### config.mk
export PLATFORM = sky130hd
export DESIGN_NAME = sprite_pop_sequencer
export DESIGN_NICKNAME = d
export VERILOG_FILES = /design/src/rtl/sprite_pop_sequencer.sv
export SDC_FILE = /design/constraint.sdc
export NUM_CORES = 1
export LEC_CHECK = 0
export BUFFER_PORTS_ARGS = -buffer_cell sky130_fd_sc_hd__buf_4
export CORE_AREA = 3 3 64 66
export DETAILED_ROUTE_END_ITERATION = 12
export DIE_AREA = 0 0 67 69
export PLACE_DENSITY = 0.87
export SYNTH_ARGS = -nofsm -noshare
export SYNTH_HDL_FRONTEND = slang
export SYNTH_SLANG_ARGS = --single-unit
export TNS_END_PERCENT = 20
### constraint.sdc
create_clock -name pixel_clk_in -period 5.29 [get_ports pixel_clk_in]
set_input_delay 1.587 -clock pixel_clk_in [delete_from_list [all_inputs] [get_ports pixel_clk_in]]
set_output_delay 1.587 -clock pixel_clk_in [all_outputs]
set_load 0.01 [all_outputs]
### src/rtl/sprite_pop_sequencer.sv
// Frame-synchronous sprite controller: horizontal bounce motion plus a
// timed "pop" image select with cooldown. Every state change lands on the
// start of vertical blanking, so the renderer never sees a mid-frame update.
module sprite_pop_sequencer #(
    parameter int SCREEN_W        = 1280,
    parameter int SCREEN_H        = 720,
    parameter int SPRITE_W        = 256,
    parameter int SPEED           = 2,
    parameter int X_START         = 0,
    parameter int Y_POS           = 100,
    parameter int HOLD_FRAMES     = 30,
    parameter int COOLDOWN_FRAMES = 15
) (
    input  logic        pixel_clk_in,
    input  logic        rst_n_in,
    input  logic [10:0] hcount_in,
    input  logic [9:0]  vcount_in,
    input  logic        enable_in,
    input  logic        trigger_in,
    output logic [10:0] x_out,
    output logic [9:0]  y_out,
    output logic        pop_out,
    output logic        busy_out,
    output logic        frame_tick_out
);

    localparam int XMAX    = SCREEN_W - SPRITE_W;
    // A start position beyond the right limit is pulled back onto the edge.
    localparam int X_INIT  = (X_START > XMAX) ? XMAX : X_START;
    localparam int CNT_MAX = (HOLD_FRAMES > COOLDOWN_FRAMES) ? HOLD_FRAMES : COOLDOWN_FRAMES;
    localparam int CNT_W   = ($clog2(CNT_MAX + 1) > 8) ? $clog2(CNT_MAX + 1) : 8;

    localparam logic [11:0]      XMAX_W    = 12'(XMAX);
    localparam logic [10:0]      XMAX_X    = 11'(XMAX);
    localparam logic [10:0]      X_INIT_X  = 11'(X_INIT);
    localparam logic [11:0]      SPEED_W   = 12'(SPEED);
    localparam logic [9:0]       TICK_LINE = 10'(SCREEN_H);
    localparam logic [9:0]       Y_POS_V   = 10'(Y_POS);
    localparam logic [CNT_W-1:0] HOLD_LOAD = CNT_W'(HOLD_FRAMES - 1);
    localparam logic [CNT_W-1:0] COOL_LOAD = CNT_W'(COOLDOWN_FRAMES - 1);
    localparam logic [CNT_W-1:0] CNT_ONE   = CNT_W'(1);

    typedef enum logic [1:0] {
        ST_IDLE = 2'd0,
        ST_POP  = 2'd1,
        ST_COOL = 2'd2
    } state_t;

    state_t           state_r, state_s;
    logic [CNT_W-1:0] cnt_r, cnt_s;
    logic             pop_r, pop_s;
    logic             busy_r, busy_s;
    logic             pend_r, pend_s;
    logic [10:0]      x_r, x_s;
    logic             dir_left_r, dir_left_s;
    logic             tick_s, tick_r;
    logic [9:0]       y_r;
    logic [11:0]      x_ext_s, x_up_s, x_dn_s;

    // Frame tick: first pixel of the first blanking line.
    always_comb begin
        tick_s = (hcount_in == 11'd0) && (vcount_in == TICK_LINE);
    end

    // Pop FSM next state: counter only advances on the frame tick.
    always_comb begin
        state_s = state_r;
        cnt_s   = cnt_r;
        pop_s   = pop_r;
        case (state_r)
            ST_IDLE: begin
                if (tick_s && (pend_r || trigger_in)) begin
                    state_s = ST_POP;
                    cnt_s   = HOLD_LOAD;
                    pop_s   = 1'b1;
                end else begin
                    state_s = ST_IDLE;
                end
            end
            ST_POP: begin
                if (tick_s) begin
                    if (cnt_r == '0) begin
                        state_s = ST_COOL;
                        cnt_s   = COOL_LOAD;
                        pop_s   = 1'b0;
                    end else begin
                        cnt_s = cnt_r - CNT_ONE;
                    end
                end else begin
                    state_s = ST_POP;
                end
            end
            ST_COOL: begin
                if (tick_s) begin
                    if (cnt_r == '0) begin
                        state_s = ST_IDLE;
                    end else begin
                        cnt_s = cnt_r - CNT_ONE;
                    end
                end else begin
                    state_s = ST_COOL;
                end
            end
            default: begin
                state_s = ST_IDLE;
                cnt_s   = '0;
                pop_s   = 1'b0;
            end
        endcase
        busy_s = (state_s != ST_IDLE);
    end

    // Trigger latch: remembers a request seen in IDLE until the next tick.
    always_comb begin
        if (tick_s) begin
            pend_s = 1'b0;
        end else if ((state_r == ST_IDLE) && trigger_in) begin
            pend_s = 1'b1;
        end else begin
            pend_s = pend_r;
        end
    end

    // Horizontal motion with edge bounce; 12-bit arithmetic avoids wrap.
    always_comb begin
        x_s        = x_r;
        dir_left_s = dir_left_r;
        x_ext_s    = {1'b0, x_r};
        x_up_s     = x_ext_s + SPEED_W;
        x_dn_s     = x_ext_s - SPEED_W;
        if (tick_s && enable_in && (state_r != ST_POP)) begin
            if (!dir_left_r) begin
                if (x_up_s >= XMAX_W) begin
                    x_s        = XMAX_X;
                    dir_left_s = 1'b1;
                end else begin
                    x_s = x_up_s[10:0];
                end
            end else begin
                if (x_ext_s <= SPEED_W) begin
                    x_s        = 11'd0;
                    dir_left_s = 1'b0;
                end else begin
                    x_s = x_dn_s[10:0];
                end
            end
        end else begin
            x_s        = x_r;
            dir_left_s = dir_left_r;
        end
    end

    // State, position and output registers; reset drops pop at once.
    always_ff @(posedge pixel_clk_in or negedge rst_n_in) begin
        if (!rst_n_in) begin
            state_r    <= ST_IDLE;
            cnt_r      <= '0;
            pop_r      <= 1'b0;
            busy_r     <= 1'b0;
            pend_r     <= 1'b0;
            x_r        <= X_INIT_X;
            dir_left_r <= 1'b0;
            tick_r     <= 1'b0;
            y_r        <= Y_POS_V;
        end else begin
            state_r    <= state_s;
            cnt_r      <= cnt_s;
            pop_r      <= pop_s;
            busy_r     <= busy_s;
            pend_r     <= pend_s;
            x_r        <= x_s;
            dir_left_r <= dir_left_s;
            tick_r     <= tick_s;
            y_r        <= Y_POS_V;
        end
    end

    assign x_out          = x_r;
    assign y_out          = y_r;
    assign pop_out        = pop_r;
    assign busy_out       = busy_r;
    assign frame_tick_out = tick_r;

endmodule

==> flow_metrics.py, run 1 <==
metrics = {
    "run_status": {
        "outcome": "complete, no violations",
    },
    "detailed_routing": {
        "vias": 2022,
        "drc": 0,
        "wl_microns": 5031,
        "drt_iter0_markers": 327,
        "dr.pass1.iters": 5,
        "wl_per_cell_microns": 15.87,
        "viasPerCell": 6.379,
        "detail-route-antenna-nets": 0,
    },
    "power_and_ir_drop": {
        "pwr-share-seq_pct": 57.5,
        "swShare_pct": 22.20,
        "p_int_mw": 0.2581,
        "ir_drop_v": 0.00009118,
        "power.density_nw_per_um2": 144.1,
        "leakagePower_nw": 0.9566,
        "p_sw_mw": 0.07365,
        "pwr-share-comb_pct": 8.1,
        "power_mw": 0.3318,
        "clock_power_share_pct": 34.4,
    },
    "global_route": {
        "grt.overflow.total": 0,
        "antenna_found_initial": 0,
        "grt_pass1_vias": 1890,
        "grt_pass1_wl_microns": 8404,
        "grt_max_degree": 26,
        "track_usage_pct": 22.32,
    },
    "final_layout": {
        "nNetsFinal": 300,
        "diodes": 0,
        "final_cell_mix": "buf_4 (37), dfrtp_1 (25), nor2_1 (19)",
        "nFillCells": 329,
        "final_common_cell": "buf_4",
        "fin_cells": 317,
        "area_growth_pct": 12.75,
        "utilization_pct": 63.36,
        "drive_above_1_share_pct": 20.07,
        "stdcell_area_sq_um": 2302,
    },
    "clock_tree": {
        "ctsResizeCount": 0,
        "cts_made_buffers": 3,
        "cts_setup_buffers": 0,
        "cts_buffer_depth": 2,
        "cts_tree": "done",
        "cts.reportedPaths.clkPinSlew_ns": 0.09,
        "ctsHoldBuffers": 0,
        "htree_levels": 1,
        "cts_sinks": 25,
        "root_buffer": "clkbuf_8",
        "clock_latency_ns": 0.27,
    },
    "timing": {
        "slew_headroom_pct": 32.53,
        "setup_slack_ns": 1.963,
        "fin_crit_sh_pct": 62.90,
        "tns_ns": 0,
        "timing.fmax_ghz": 0.3006,
        "skew_ns": 0.003331,
        "holdWs_ns": 0.5187,
        "layout_min_cycle_time_ns": 3.327,
        "grt_setup_unrepaired": "false",
        "finalSetupViolCount": 0,
        "final_max_slew_viol_count": 0,
        "hold_violations": 0,
        "tightest_slew_ns": 0.9839,
    },
    "worst_setup_path": {
        "cp.required_ns": 5.48,
        "cp-end-kind": "flop",
        "start_kind": "input pin",
        "worstPathArrival_ns": 3.52,
        "path_delay_family": "simple AND/OR/NAND/NOR gates",
        "crit_path_cell_trace": "buf_4 -> nand4b_4 -> nor4_2 -> a31oi_1 -> or4_1 -> o211ai_1",
        "path_buf_inv": 1,
        "cp_slowest_cell": "or4_1",
        "crit_type": "input pin to flop",
        "critPathMaxStageDelay_ns": 0.60,
        "cp_max_fo": 11,
    },
    "floorplan": {
        "dieArea_sq_um": 4623,
        "die_y_microns": 69,
        "die_width_microns": 67,
        "initial_utilization_pct": 56.20,
        "num_rows": 22,
        "io_pins": 49,
        "coreArea_sq_um": 3633,
    },
    "synthesis": {
        "synth.ff_latch_count": 25,
        "synth-async-reset-ratio_pct": 100.0,
        "syn_avg_cell_area_sq_um": 8.438,
        "dominantRegCellSynth": "dfrtp_1",
        "synth.cell_area_sq_um": 2042,
        "synth-seq-area-share_pct": 30.64,
        "ys_types": 60,
        "yosysWarnings": 0,
        "synth-edff-count": 0,
        "synth_cells": 242,
    },
    "placement": {
        "dpl-instance-area_sq_um": 2257,
        "gp_congestion": 0.8740,
        "io_buffers": 37,
        "post-dp-hpwl_microns": 3752,
        "dpl_worst_slack_ns": 1.686,
        "placed_cells": 313,
    },
    "run": {
        "cap_violations": 0,
    },
    "min_path": {
        "hold_class": "flop to flop",
    },
}
[synth_stat cells, types with 2 or more instances]
library cell   n  area, sq um
o41ai_1        2        17.52
o21bai_1       2        15.01
buf_4         11        82.58
nand3_1        6        30.03
nand4b_1       3        26.28
conb_1         2        7.510
nor3_1         7        35.03
mux2i_1        3        30.03
nand4_1        3        18.77
o311ai_1       2        17.52
inv_1         13        48.80
o22ai_1        3        18.77
nor2_1        19        71.32
or3_1          6        37.54
a31oi_1        6        37.54
o31ai_1        4        30.03
buf_2          5        25.02
dfrtp_1       25        625.6
o211ai_1       3        22.52
o21ai_1        7        35.03
a21oi_1       16        80.08
ha_1           5        62.56
clkbuf_1       4        15.01
buf_6          3        33.78
nor4_2         3        37.54
nor4_1         7        43.79
nor4bb_1       2        20.02
o21ai_0       11        55.05
a311oi_1       2        17.52
or2_2          4        25.02
o31a_1         2        17.52
a211oi_1       3        22.52
nand2_1       16        60.06
or4_1          5        37.54
a32oi_1        2        17.52
[logic make-up (layout without fill, tap and decap cells)]
family | count (synthesis) | count (layout) | synth area share (%)
AO/OA/AOI/OAI | 78 | 78 | 26.72
adder cells (fa/ha/maj) | 5 | 5 | 3.064
other | 2 | 11 | 0.3678
AND/OR/NAND/NOR | 93 | 93 | 27.70
multiplexers | 3 | 3 | 1.471
buffers and inverters | 36 | 54 | 10.05
flip-flops | 25 | 25 | 30.64
[area by class of cell]
type	instances	area [sq um]	share of cell area (%)
flip-flops and latches	25	625.6	27.17
multi-input cells	190	1245	54.08
inverters	13	48.80	2.120
repair buffers	37	277.8	12.07
well taps	48	60.06	2.609
clock buffers	4	45.04	1.957
[worst min-delay path, stage by stage (launching register included)]
cell and delay, ns:
dfrtp_1 0.38, nand2_1 0.05, o21ai_0 0.06
[worst paths after layout]
path / startpoint / end / slack (ns) / cells past startpoint
max in group asynchronous: rst_n_in / x_out[3] / 3.83 / 1
min in group asynchronous: rst_n_in / state_r[0] / 1.21 / 1
setup / recovery: vcount_in[8] / cnt_r[4] / 1.96 / 6
setup reg to reg: x_out[3] / x_out[7] / 2.80 / 5
hold / removal: pop_out / pop_out / 0.52 / 2
hold reg to reg: pop_out / pop_out / 0.52 / 2
[power by group through the flow]
stage	clock, mW	sequential (mW)	combinational [mW]
global placement	0	0.195	0.0264
detailed placement	0	0.195	0.0268
finish	0.114	0.191	0.0268
CTS	0.118	0.191	0.0268
global route	0.125	0.191	0.0298
floorplan	0	0.195	0.0128
[metal layers]
layer / share of wire (%) / vias to the layer above / routed length, microns / GRT usage, %
met2: 52 / 63 / 2637 / 39.19
met1: 42 / 985 / 2122 / 28.09
li1: - / 965 / - / -
met4: 1.3 / 0 / 65 / 5.631
met3: 4.1 / 9 / 205 / 2.932
met5: 0 / - / 0 / 0
[state kept, by name, summed over array words and instances, names as in the netlist]
| register | flops |
|---|---|
| state_r | 2 |
| x_out | 10 |
| busy_out | 1 |
| frame_tick_out | 1 |
| cnt_r | 8 |
| pend_r | 1 |
| dir_left_r | 1 |
| pop_out | 1 |
Note: power is estimated with default switching activity, not from simulation.
==> inputs of run 2 (changes only) <==
--- a/config.mk
+++ b/config.mk
@@ -6,10 +6,10 @@
 export NUM_CORES = 1
 export LEC_CHECK = 0
 export BUFFER_PORTS_ARGS = -buffer_cell sky130_fd_sc_hd__buf_4
-export CORE_AREA = 3 3 64 66
+export CORE_AREA = 3 3 69 71
 export DETAILED_ROUTE_END_ITERATION = 12
-export DIE_AREA = 0 0 67 69
-export PLACE_DENSITY = 0.87
+export DIE_AREA = 0 0 72 74
+export PLACE_DENSITY = 0.79
 export SYNTH_ARGS = -nofsm -noshare
 export SYNTH_HDL_FRONTEND = slang
 export SYNTH_SLANG_ARGS = --single-unit
==> constraint.sdc (replaced) <==
create_clock -name pixel_clk_in -period 2.68 [get_ports pixel_clk_in]
set_input_delay 0.804 -clock pixel_clk_in [delete_from_list [all_inputs] [get_ports pixel_clk_in]]
set_output_delay 0.804 -clock pixel_clk_in [all_outputs]
set_load 0.01 [all_outputs]
==> run 2 against run 1 <==
Cell area rose by 4.9%. Highest routed layer unchanged. Global-route usage fell by 1.6 points. Register-to-register slack got worse by 2.4 ns. Clock power rose by 110%. Combinational power rose by 100%. Largest cell class unchanged. Worst setup slack got worse by 1.8 ns. Worst hold slack got worse by 0.099 ns. First-iteration DRC count fell by 50%. Critical path type unchanged. Non-clock buffer count rose by 14. Critical path depth did not move. Die area rose by 15%.
==> flow_metrics.py, run 2 (synthesized netlist as in run 1, its figures left out) <==
metrics = {
    "global_route": {
        "grt.overflow.total": 0,
        "track_usage_pct": 20.72,
        "use_met1_pct": 25.42,
        "grt_use_met3_pct": 3.243,
        "busiest_layer": "met2",
        "grt_pass1_vias": 1927,
        "antenna_found_initial": 0,
        "use_met2_pct": 37.86,
        "grt_pass1_wl_microns": 8887,
        "grt_max_degree": 26,
    },
    "detailed_routing": {
        "viasPerCell": 5.985,
        "drc": 0,
        "wl_microns": 5235,
        "wl_per_cell_microns": 15.63,
        "dr.pass1.iters": 4,
        "detail-route-antenna-nets": 0,
        "vias": 2005,
        "drt_iter0_markers": 162,
    },
    "final_layout": {
        "stdcell_area_sq_um": 2416,
        "final_common_cell": "buf_4",
        "area_growth_pct": 18.32,
        "final_cell_mix": "buf_4 (51), dfrtp_1 (25), nor2_1 (19)",
        "largest_reg_flops": 10,
        "diodes": 0,
        "nNetsFinal": 314,
        "drive_above_1_share_pct": 24.38,
    },
    "clock_tree": {
        "cts_tree": "done",
        "cts.reportedPaths.clkPinSlew_ns": 0.10,
        "cts_setup_buffers": 0,
        "clock_latency_ns": 0.28,
        "cts_buffer_depth": 2,
        "cts_made_buffers": 3,
        "htree_levels": 1,
        "ctsResizeCount": 0,
        "root_buffer": "clkbuf_8",
        "cts_sinks": 25,
        "ctsHoldBuffers": 0,
    },
    "timing": {
        "fin_crit_sh_pct": 92.34,
        "hold_violations": 0,
        "final_max_slew_viol_count": 0,
        "timing.fmax_ghz": 0.4041,
        "tightest_slew_ns": 0.6242,
        "layout_min_cycle_time_ns": 2.475,
        "setup_slack_ns": 0.2054,
        "slew_headroom_pct": 58.19,
        "finalSetupViolCount": 0,
        "grt_setup_unrepaired": "false",
        "skew_ns": 0.007067,
    },
    "power_and_ir_drop": {
        "clock_power_share_pct": 35.6,
        "ir_drop_v": 0.0002146,
        "power.density_nw_per_um2": 276.8,
        "pwr-share-comb_pct": 8.0,
        "swShare_pct": 23.82,
        "leakagePower_nw": 1.023,
        "pwr-share-seq_pct": 56.4,
        "power_mw": 0.6689,
        "p_int_mw": 0.5095,
        "p_sw_mw": 0.1593,
    },
    "placement": {
        "post-dp-hpwl_microns": 3993,
        "gp_congestion": 0.8440,
        "io_buffers": 37,
        "dpl-instance-area_sq_um": 2367,
        "dpl_worst_slack_ns": -0.07702,
    },
    "run_status": {
        "outcome": "complete, no violations",
    },
    "worst_setup_path": {
        "cp_max_fo": 11,
        "cp-end-kind": "flop",
        "r2r-start": "cnt_r[0]",
        "worstPathArrival_ns": 2.67,
        "start_kind": "input pin",
        "cp-startpoint": "hcount_in[4]",
        "cp.required_ns": 2.87,
        "crit_type": "input pin to flop",
    },
    "run": {
        "cap_violations": 0,
    },
    "min_path": {
        "hold_class": "input pin to asynchronous set/reset pin",
    },
    "floorplan": {
        "num_rows": 24,
        "io_pins": 49,
        "initial_utilization_pct": 47.55,
        "dieArea_sq_um": 5328,
        "die_width_microns": 72,
        "coreArea_sq_um": 4294,
        "die_y_microns": 74,
    },
}
[run 2: layout make-up]
class / instances / area [sq um]
clock buffers: 3 / 41.29
clock inverters: 1 / 7.507
fillers: 399 / 1878
inverters: 13 / 48.80
multi-input cells: 190 / 1245
flip-flops and latches: 25 / 625.6
well taps: 52 / 65.06
repair buffers: 51 / 382.9
[run 2: final timing paths]
path,endpoint,cells past startpoint,slack [ns]
hold reg to reg,pop_out,2,0.53
hold / removal,x_out[7],1,0.42
max in group asynchronous,state_r[1],1,2.01
min in group pixel_clk_in,pop_out,2,0.53
setup reg to reg,cnt_r[2],8,0.39
setup / recovery,cnt_r[4],6,0.21
[run 2: metal layers]
layer | vias up | share of wire, %
met5 | - | 0
met1 | 955 | 42
li1 | 988 | -
met4 | 0 | 1.3
met3 | 9 | 4.3
met2 | 53 | 52
[run 2: critical path, cell delays in order]
cell and delay [ns]:
buf_4 0.11, nor4_1 0.34, nand4_1 0.24, o31a_1 0.47, or4_1 0.51, o211ai_1 0.19
[run 2: metrics by stage]
| stage | util [%] | hold WS, ns | cells | TNS, ns |
|---|---|---|---|---|
| final | 56.26 | 0.4195 | 335 | 0 |
| after global routing | 56.26 | 0.4272 | 335 | 0 |
| after CTS | 56.26 | 0.4152 | 335 | 0 |
| after detailed placement | 55.13 | 0.5157 | 331 | -0.1202 |
| after global placement | 55.13 | 0.4931 | 331 | 0 |
| after floorplan | - | 0.4858 | 251 | 0 |
[run 2: power groups by stage]
stage          logic, mW  clock network [mW]  registers [mW]
2_1_floorplan     0.0253                   0           0.385
3_3_place_gp      0.0531                   0           0.384
3_5_place_dp      0.0541                   0           0.384
4_1_cts           0.0541               0.250           0.377
5_1_grt           0.0601               0.258           0.377
6_report          0.0538               0.238           0.377
